--- config.mk ---
export PLATFORM = sky130hd
export DESIGN_NAME = multicycle_ctrl
export DESIGN_NICKNAME = d
export VERILOG_FILES = /design/src/rtl/multicycle_ctrl.sv
export SDC_FILE = /design/constraint.sdc
export NUM_CORES = 1
export LEC_CHECK = 0
export ABC_AREA = 1
export ABC_CLOCK_PERIOD_IN_PS = 2800
export BUFFER_PORTS_ARGS = -buffer_cell sky130_fd_sc_hd__clkbuf_2
export CAP_MARGIN = 10
export CORE_UTILIZATION = 50
export CTS_BUF_LIST = sky130_fd_sc_hd__clkbuf_8
export DETAILED_ROUTE_END_ITERATION = 12
export GPL_ROUTABILITY_DRIVEN = 0
export GPL_TIMING_DRIVEN = 1
export HOLD_SLACK_MARGIN = 0.15
export PLACE_DENSITY = 0.83
export SYNTH_ARGS = -nofsm -noshare
export SYNTH_HDL_FRONTEND = slang
export SYNTH_SLANG_ARGS = --single-unit
--- constraint.sdc ---
create_clock -name clock -period 2.8 [get_ports clock]
set_input_delay 0.42 -clock clock [delete_from_list [all_inputs] [get_ports clock]]
set_output_delay 0.42 -clock clock [all_outputs]
set_load 0.01 [all_outputs]
--- src/rtl/multicycle_ctrl.sv ---
// Multicycle CPU control FSM: FETCH/DECODE/EXEC/MEM/WB, combinational datapath controls.
// 3-5 cycles per instruction plus memory wait cycles; stall holds FETCH, MEM waits on memReady up to MEM_TIMEOUT.
module multicycle_ctrl #(
  parameter int INSN_W      = 16,
  parameter int MEM_TIMEOUT = 15
) (
  input  logic              clock,
  input  logic              reset,
  input  logic [INSN_W-1:0] instruction,
  input  logic [4:0]        psrFlags,
  input  logic              memReady,
  input  logic              stall,
  output logic              pcEn,
  output logic              pcIncOrSet,
  output logic              irEn,
  output logic              rfWe,
  output logic              pcRegSel,
  output logic              r2ImSel,
  output logic              brWe,
  output logic              wbRegAlu,
  output logic              psrEn,
  output logic [1:0]        immTypeSel,
  output logic              memReq,
  output logic              memWe,
  output logic              memErr,
  output logic [2:0]        state
);

  typedef enum logic [2:0] {
    FETCH  = 3'b000,
    DECODE = 3'b001,
    EXEC   = 3'b010,
    MEM    = 3'b011,
    WB     = 3'b100
  } state_t;

  localparam logic [7:0] TMO = 8'(MEM_TIMEOUT);

  state_t     cur, nxt;
  logic [7:0] wait_cnt;
  logic [3:0] opcode, ext, cond;
  logic       is_load, is_store, is_jmp, is_cmp, is_bcond, no_wb_write, cond_taken;
  logic       flag_c, flag_z, flag_n;
  logic       unused_bits;

  assign opcode = instruction[INSN_W-1 -: 4];
  assign ext    = instruction[7:4];
  assign cond   = instruction[11:8];
  assign flag_c = psrFlags[0];
  assign flag_z = psrFlags[3];
  assign flag_n = psrFlags[4];
  assign unused_bits = ^{instruction, psrFlags};
  assign state  = cur;

  assign is_load  = (opcode == 4'b0100) && (ext == 4'b0000);
  assign is_store = (opcode == 4'b0100) && (ext == 4'b0100);
  assign is_jmp   = (opcode == 4'b0100) && (ext == 4'b1100);
  assign is_cmp   = ((opcode == 4'b0000) && (ext == 4'b1011)) || (opcode == 4'b1011);
  assign is_bcond = (opcode == 4'b1100);
  // Opcodes with no register result, including reserved 0100 sub-opcodes
  assign no_wb_write = (opcode == 4'b0110) || (opcode == 4'b0111) ||
                       (opcode == 4'b1010) || (opcode == 4'b1110) ||
                       ((opcode == 4'b0100) && !is_load && !is_store && !is_jmp);

  always_comb begin
    cond_taken = 1'b0;
    case (cond)
      4'b0000: cond_taken = flag_z;
      4'b0001: cond_taken = !flag_z;
      4'b0010: cond_taken = flag_c;
      4'b0011: cond_taken = !flag_c;
      4'b0110: cond_taken = flag_n;
      4'b0111: cond_taken = !flag_n;
      4'b1110: cond_taken = 1'b1;
      default: cond_taken = 1'b0;
    endcase
  end

  always_comb begin
    pcEn       = 1'b0;
    pcIncOrSet = 1'b0;
    irEn       = 1'b0;
    rfWe       = 1'b0;
    pcRegSel   = 1'b1;
    r2ImSel    = 1'b0;
    brWe       = 1'b0;
    wbRegAlu   = 1'b1;
    psrEn      = 1'b0;
    immTypeSel = 2'b00;
    memReq     = 1'b0;
    memWe      = 1'b0;
    nxt        = FETCH;
    case (cur)
      FETCH:  nxt = stall ? FETCH : DECODE;
      DECODE: begin
        irEn = 1'b1;
        nxt  = EXEC;
      end
      EXEC: begin
        psrEn   = 1'b1;
        r2ImSel = 1'b1;
        case (opcode)
          4'b0001, 4'b0010, 4'b0011, 4'b1101: immTypeSel = 2'b10;
          4'b0101, 4'b1001, 4'b1011, 4'b1100: immTypeSel = 2'b01;
          default:                            immTypeSel = 2'b00;
        endcase
        if ((opcode == 4'b0000) || (opcode == 4'b0100)) r2ImSel = 1'b0;
        if (is_jmp)   immTypeSel = 2'b11;
        if (is_bcond) pcRegSel   = 1'b0;
        if (is_cmp) begin
          pcEn = 1'b1;
          nxt  = FETCH;
        end else if (is_load || is_store) begin
          nxt = MEM;
        end else begin
          nxt = WB;
        end
      end
      MEM: begin
        memReq = 1'b1;
        memWe  = is_store;
        // A late memReady on the timeout cycle still completes normally
        if (memReady) begin
          brWe = is_store;
          nxt  = WB;
        end else if (wait_cnt == TMO) begin
          pcEn = 1'b1;
          nxt  = FETCH;
        end else begin
          nxt = MEM;
        end
      end
      WB: begin
        pcEn = 1'b1;
        rfWe = 1'b1;
        nxt  = FETCH;
        if (is_load)  wbRegAlu = 1'b0;
        if (is_store) rfWe = 1'b0;
        if (is_jmp) begin
          rfWe       = 1'b0;
          pcIncOrSet = 1'b1;
        end
        if (is_bcond) begin
          rfWe       = 1'b0;
          pcIncOrSet = cond_taken;
        end
        if (no_wb_write) rfWe = 1'b0;
      end
      default: nxt = FETCH;
    endcase
  end

  always_ff @(posedge clock or negedge reset) begin
    if (!reset) begin
      cur      <= FETCH;
      wait_cnt <= 8'd0;
      memErr   <= 1'b0;
    end else begin
      cur <= nxt;
      if (cur == EXEC) begin
        wait_cnt <= 8'd0;
      end else if ((cur == MEM) && !memReady) begin
        wait_cnt <= wait_cnt + 8'd1;
      end
      if ((cur == MEM) && !memReady && (wait_cnt == TMO)) memErr <= 1'b1;
    end
  end

endmodule

; Word level (Yosys, flattened, before mapping)
; Memory sizes are Yosys's and may differ from the RTL's.
; Cells that the tools add are included.
[op_classes]
addsub = 1
n_eq_ne = 21
mux = 35
n_reduce_logical = 28
[ops]
columns = cell, n
row1 = 4-bit == test (second input constant), 7
row2 = 4-bit by 3-bit == test with 1-bit output (second input constant), 6
row3 = 1-bit two-way mux, 24
row4 = 8-bit two-way mux, 2
row5 = 4-bit logical NOT, 3
row6 = 3-bit case mux with 4 select lines, 1
row7 = 1-bit logical AND, 9
row8 = 3-bit two-way mux, 3
row9 = 8-bit by 1-bit adder with 8-bit output (second input constant), 1
row10 = 4-bit by 2-bit == test with 1-bit output (second input constant), 2
row11 = 8-bit by 4-bit == test with 1-bit output (second input constant), 1
row12 = 1-bit logical NOT, 7
row13 = 1-bit logical OR, 7
row14 = 1-bit case mux with 7 select lines, 1
row15 = 3-bit by 2-bit == test with 1-bit output (second input constant), 2
row16 = 2-bit two-way mux, 3
row17 = 4-bit by 1-bit == test with 1-bit output (second input constant), 1
row18 = 3-bit by 1-bit == test with 1-bit output (second input constant), 1
row19 = 3-bit == test (second input constant), 1
row20 = 3-bit logical NOT, 1
row21 = 1-bit case mux with 3 select lines, 1
row22 = 2-bit nonzero test, 1
[totals]
reg_bits = 12
rom_bits = 32
inputBits = 25
out_inout_bits = 17
wordCells = 89
mem_count = 1
[mem_list]
columns = name, words, width, rd, rd_clocked_by_memory_dff, wr, line_no
row1 = (name not given), 16, 2, 1, 0, 0, 102  ; case (opcode)

; Longest topological paths before layout
[logic_depth]
depth_word = 9
ltp_mapped = 8
mapped_depth_nobuf = 8

; Worst setup path before layout
; No wires, ideal clock.
[synth_path]
path_type = reg-to-output
from = register cur[1] (netlist: state[1])
to = output port wbRegAlu
arrival_time_ps = 1241
required_ps = 2380
setup_slack_ps = 1139
stages_incl_launch_ff = 5
path_buffers = 0
cell_sequence = dfrtp_1 -> or2_1 -> nor2_2 -> inv_2 -> or3_1
[synth_via]
elab_chain_cells = 2
[synth_rtl]
columns = element, line_no
row1 = from (decl), 39  ; state_t cur, nxt;
row2 = from (signal assigned), 159  ; cur <= nxt;
row3 = 3-bit == test, 93  ; case (cur)
row4 = 1-bit two-way mux, 93
row5 = to (decl), 20  ; output logic wbRegAlu,
; Every way passes these cells.

; Worst setup path in the final report
[layout_path]
from = register wait_cnt[0]
to = output port pcEn
[layout_via]
elab_chain_cells = 4
[layout_rtl]
columns = element, line_no
row1 = from (decl), 40  ; logic [7:0] wait_cnt;
row2 = from (signal assigned), 163  ; wait_cnt <= wait_cnt + 8'd1;
row3 = 8-bit by 4-bit == test with 1-bit output, 126  ; end else if (wait_cnt == TMO) begin
row4 = 1-bit two-way mux, 126
row5 = 1-bit two-way mux, 123  ; if (memReady) begin
row6 = 1-bit case mux with 3 select lines, 93
row7 = to (decl), 13  ; output logic pcEn,
; Every way passes these cells.

==> impl_metrics.tcl <==
set metrics [dict create \
    final_cell_area_mm2 0.00125 \
    cts_inserted_buffers 3 \
    cts.sinks 12 \
    wirelength_um 2730 \
    grt_max_degree 13 \
    die_w_um 46.3 \
    hold_depth 4 \
    cp.arrival_ns 1.71 \
    slowest_delay_ns 0.39 \
    cts_root_buf "clkbuf_8" \
    worst_pin_slew_ns 0.310 \
    finalPower_uw 698 \
    wire_per_inst_um 12.2 \
    placed_area_mm2 0.00119 \
    synth-edff-count 0 \
    synthArstFlopShare 1.00 \
    rows 15 \
    ys_ff_latch 12 \
    r2r_cells 8 \
    grt_pass1_wl_um 4150 \
    start_util 0.551 \
    path_depth 7 \
    worstPathCellList "ha_1 -> inv_1 -> nor2_1 -> nand4_1 -> or2_1 -> nand3_1 -> clkbuf_2" \
    power.density_mw_per_mm2 557 \
    hold_path_class "in -> reg" \
    ir_drop_mv 0.437 \
    grtUsageTotal 0.276 \
    layout-drive-gt1-share 0.245 \
    cts_setup_buffers 0 \
    tritoncts "built" \
    clock.fmax_mhz 471 \
    fin_nets 227 \
    drt_iter0_drc 59 \
    grt_pass1_vias 1050 \
    min_period_ns 2.13 \
    post-synth-top-area-fraction 0.306 \
    yosys.area.top_type "dfrtp_1" \
    detailroute.via_count 1198 \
    max_slew_margin 0.793 \
    finalMaxSlewViolations 0 \
    cts_buffer_depth 2 \
    cp_max_fo 4 \
    diodes 0 \
    yosysUniqueCellTypes 25 \
    worstSkewPairLatency_ns 0.25 \
    status "finished, final reports clean" \
    crit_buf_inv 2 \
    syn_area_per_cell_um2 6.14 \
    synth_area_um2 982 \
    crit_family "simple AND/OR/NAND/NOR gates" \
    synth_area_leaders "dfrtp_1 (31%), nand2_1 (15%), inv_1 (10%)" \
    worstSetupStartpointType "flip-flop" \
    cellLeakagePower_uw 0.000720 \
    tns_ns 0 \
    drt_first_pass_iters 4 \
    finalClockSkew_ns 0.00247 \
    antenna_found_initial 0 \
    rsz0062_at_grt "no" \
    worstPathRequired_ns 2.38 \
    hpwl_um 2100 \
    core_mm2 0.00178 \
    worstSetupPathType "reg -> out" \
    die_h_um 46.3 \
    ant_nets 0 \
    grt-ovfl-total 0 \
    die-area_mm2 0.00215 \
    fillers 160 \
    hold_viol 0 \
    ys.flop_type "dfrtp_1" \
    setup_viol 0 \
    drcViolationCount 0 \
    yosysWarningCount 0 \
    crit_path_end_kind "output pin" \
    boundaryPins 42 \
    ys_seq_area_frac 0.306 \
    slowest_stage "dfrtp_1" \
    fin_crit_sh 0.759 \
    synth_nets 186 \
    routed_via_density 5.32 \
    clkTransAtPathRegs_ns 0.06 \
    portBuffers 35 \
    htree_num_levels 1 \
    cap_viol_max_count 0 \
    area_delta_synth_final_pct 27.6 \
    postSynthCellCount 160 \
]
[through the flow]
step / hold WS, ns / setup slack, ns / util / std cells
floorplan: 0.124 / 1.14 / - / 160
global placement: 0.317 / 0.914 / 0.667 / 220
detailed placement: 0.321 / 0.869 / 0.667 / 220
CTS: 0.443 / 0.673 / 0.703 / 225
global route: 0.454 / 0.536 / 0.703 / 225
finish: 0.440 / 0.675 / 0.703 / 225
[tightest hold or removal path, cell delays in order]
cell	delay [ns]
clkbuf_2	0.07
nor2_1	0.03
nand2_1	0.06
nand2_1	0.06
[synth_stat cells (2+ instances only)]
master / n
dfrtp_1: 12
or2_1: 2
nand3_1: 13
nor2_1: 23
nor3_1: 4
nand4_1: 10
inv_1: 27
nand3_2: 2
nand2_1: 38
a21oi_1: 4
o21ai_0: 7
inv_2: 5
[logic make-up (layout without fill, tap and decap cells)]
logic type	Yosys count	count (layout)	synth area share
and+or+nand+nor	99	99	0.469
buffers and inverters	32	72	0.122
AOI/OAI and AO/OA	16	16	0.0905
DFF	12	12	0.306
adders and majority gates	1	1	0.0127
[area by class of cell]
class	instances	area, µm²	area share
multi-input cells	116	562	0.448
well taps	25	31.3	0.0250
flip-flops and latches	12	300	0.240
clock buffers	4	55.1	0.0439
inverters	32	120	0.0958
repair buffers	36	185	0.148
[routing by layer]
layer / up-vias / wire length [µm] / global-route usage
met1: 549 / 1170 / 0.299
li1: 597 / - / -
met3: 9 / 110 / 0.0275
met5: - / 0 / 0
met4: 0 / 85 / 0.176
met2: 43 / 1370 / 0.500
[sequential cells by signal, indices dropped and copies added (netlist names)]
signal,flops
wait_cnt,8
memErr,1
state,3
[worst paths after layout]
check | from | end | slack, ns
hold reg to reg | memErr | memErr | 0.47
setup / recovery | wait_cnt[0] | pcEn | 0.67
setup reg to reg | wait_cnt[0] | state[0] | 1.42
hold / removal | stall | state[0] | 0.44
max in group asynchronous | reset | wait_cnt[0] | 1.97
min in group asynchronous | reset | state[0] | 0.60
[power breakdown]
| part | internal [µW] | switching, µW | total (µW) |
|---|---|---|---|
| Combinational | 94.7 | 177 | 272 |
| Sequential | 201 | 30.8 | 232 |
| Clock | 125 | 70.0 | 195 |
| Total | 420 | 278 | 698 |
[cells in the final DEF, fill, tap and decap left out, drive strengths merged, types with 2 or more instances in the layout]
cell type | Yosys | layout
a21oi | 4 | 4
clkbuf | 0 | 39
dfrtp | 12 | 12
inv | 32 | 32
nand2 | 39 | 39
nand3 | 15 | 15
nand4 | 10 | 10
nor2 | 25 | 25
nor3 | 4 | 4
o21ai | 8 | 8
or2 | 2 | 2
[timing repair]
item / CTS / global route
hold endpoints to repair: 12 / 0
hold buffers: 1 / 0
gates resized for setup: 0 / 0
Note: power is estimated with default switching activity, not from simulation.
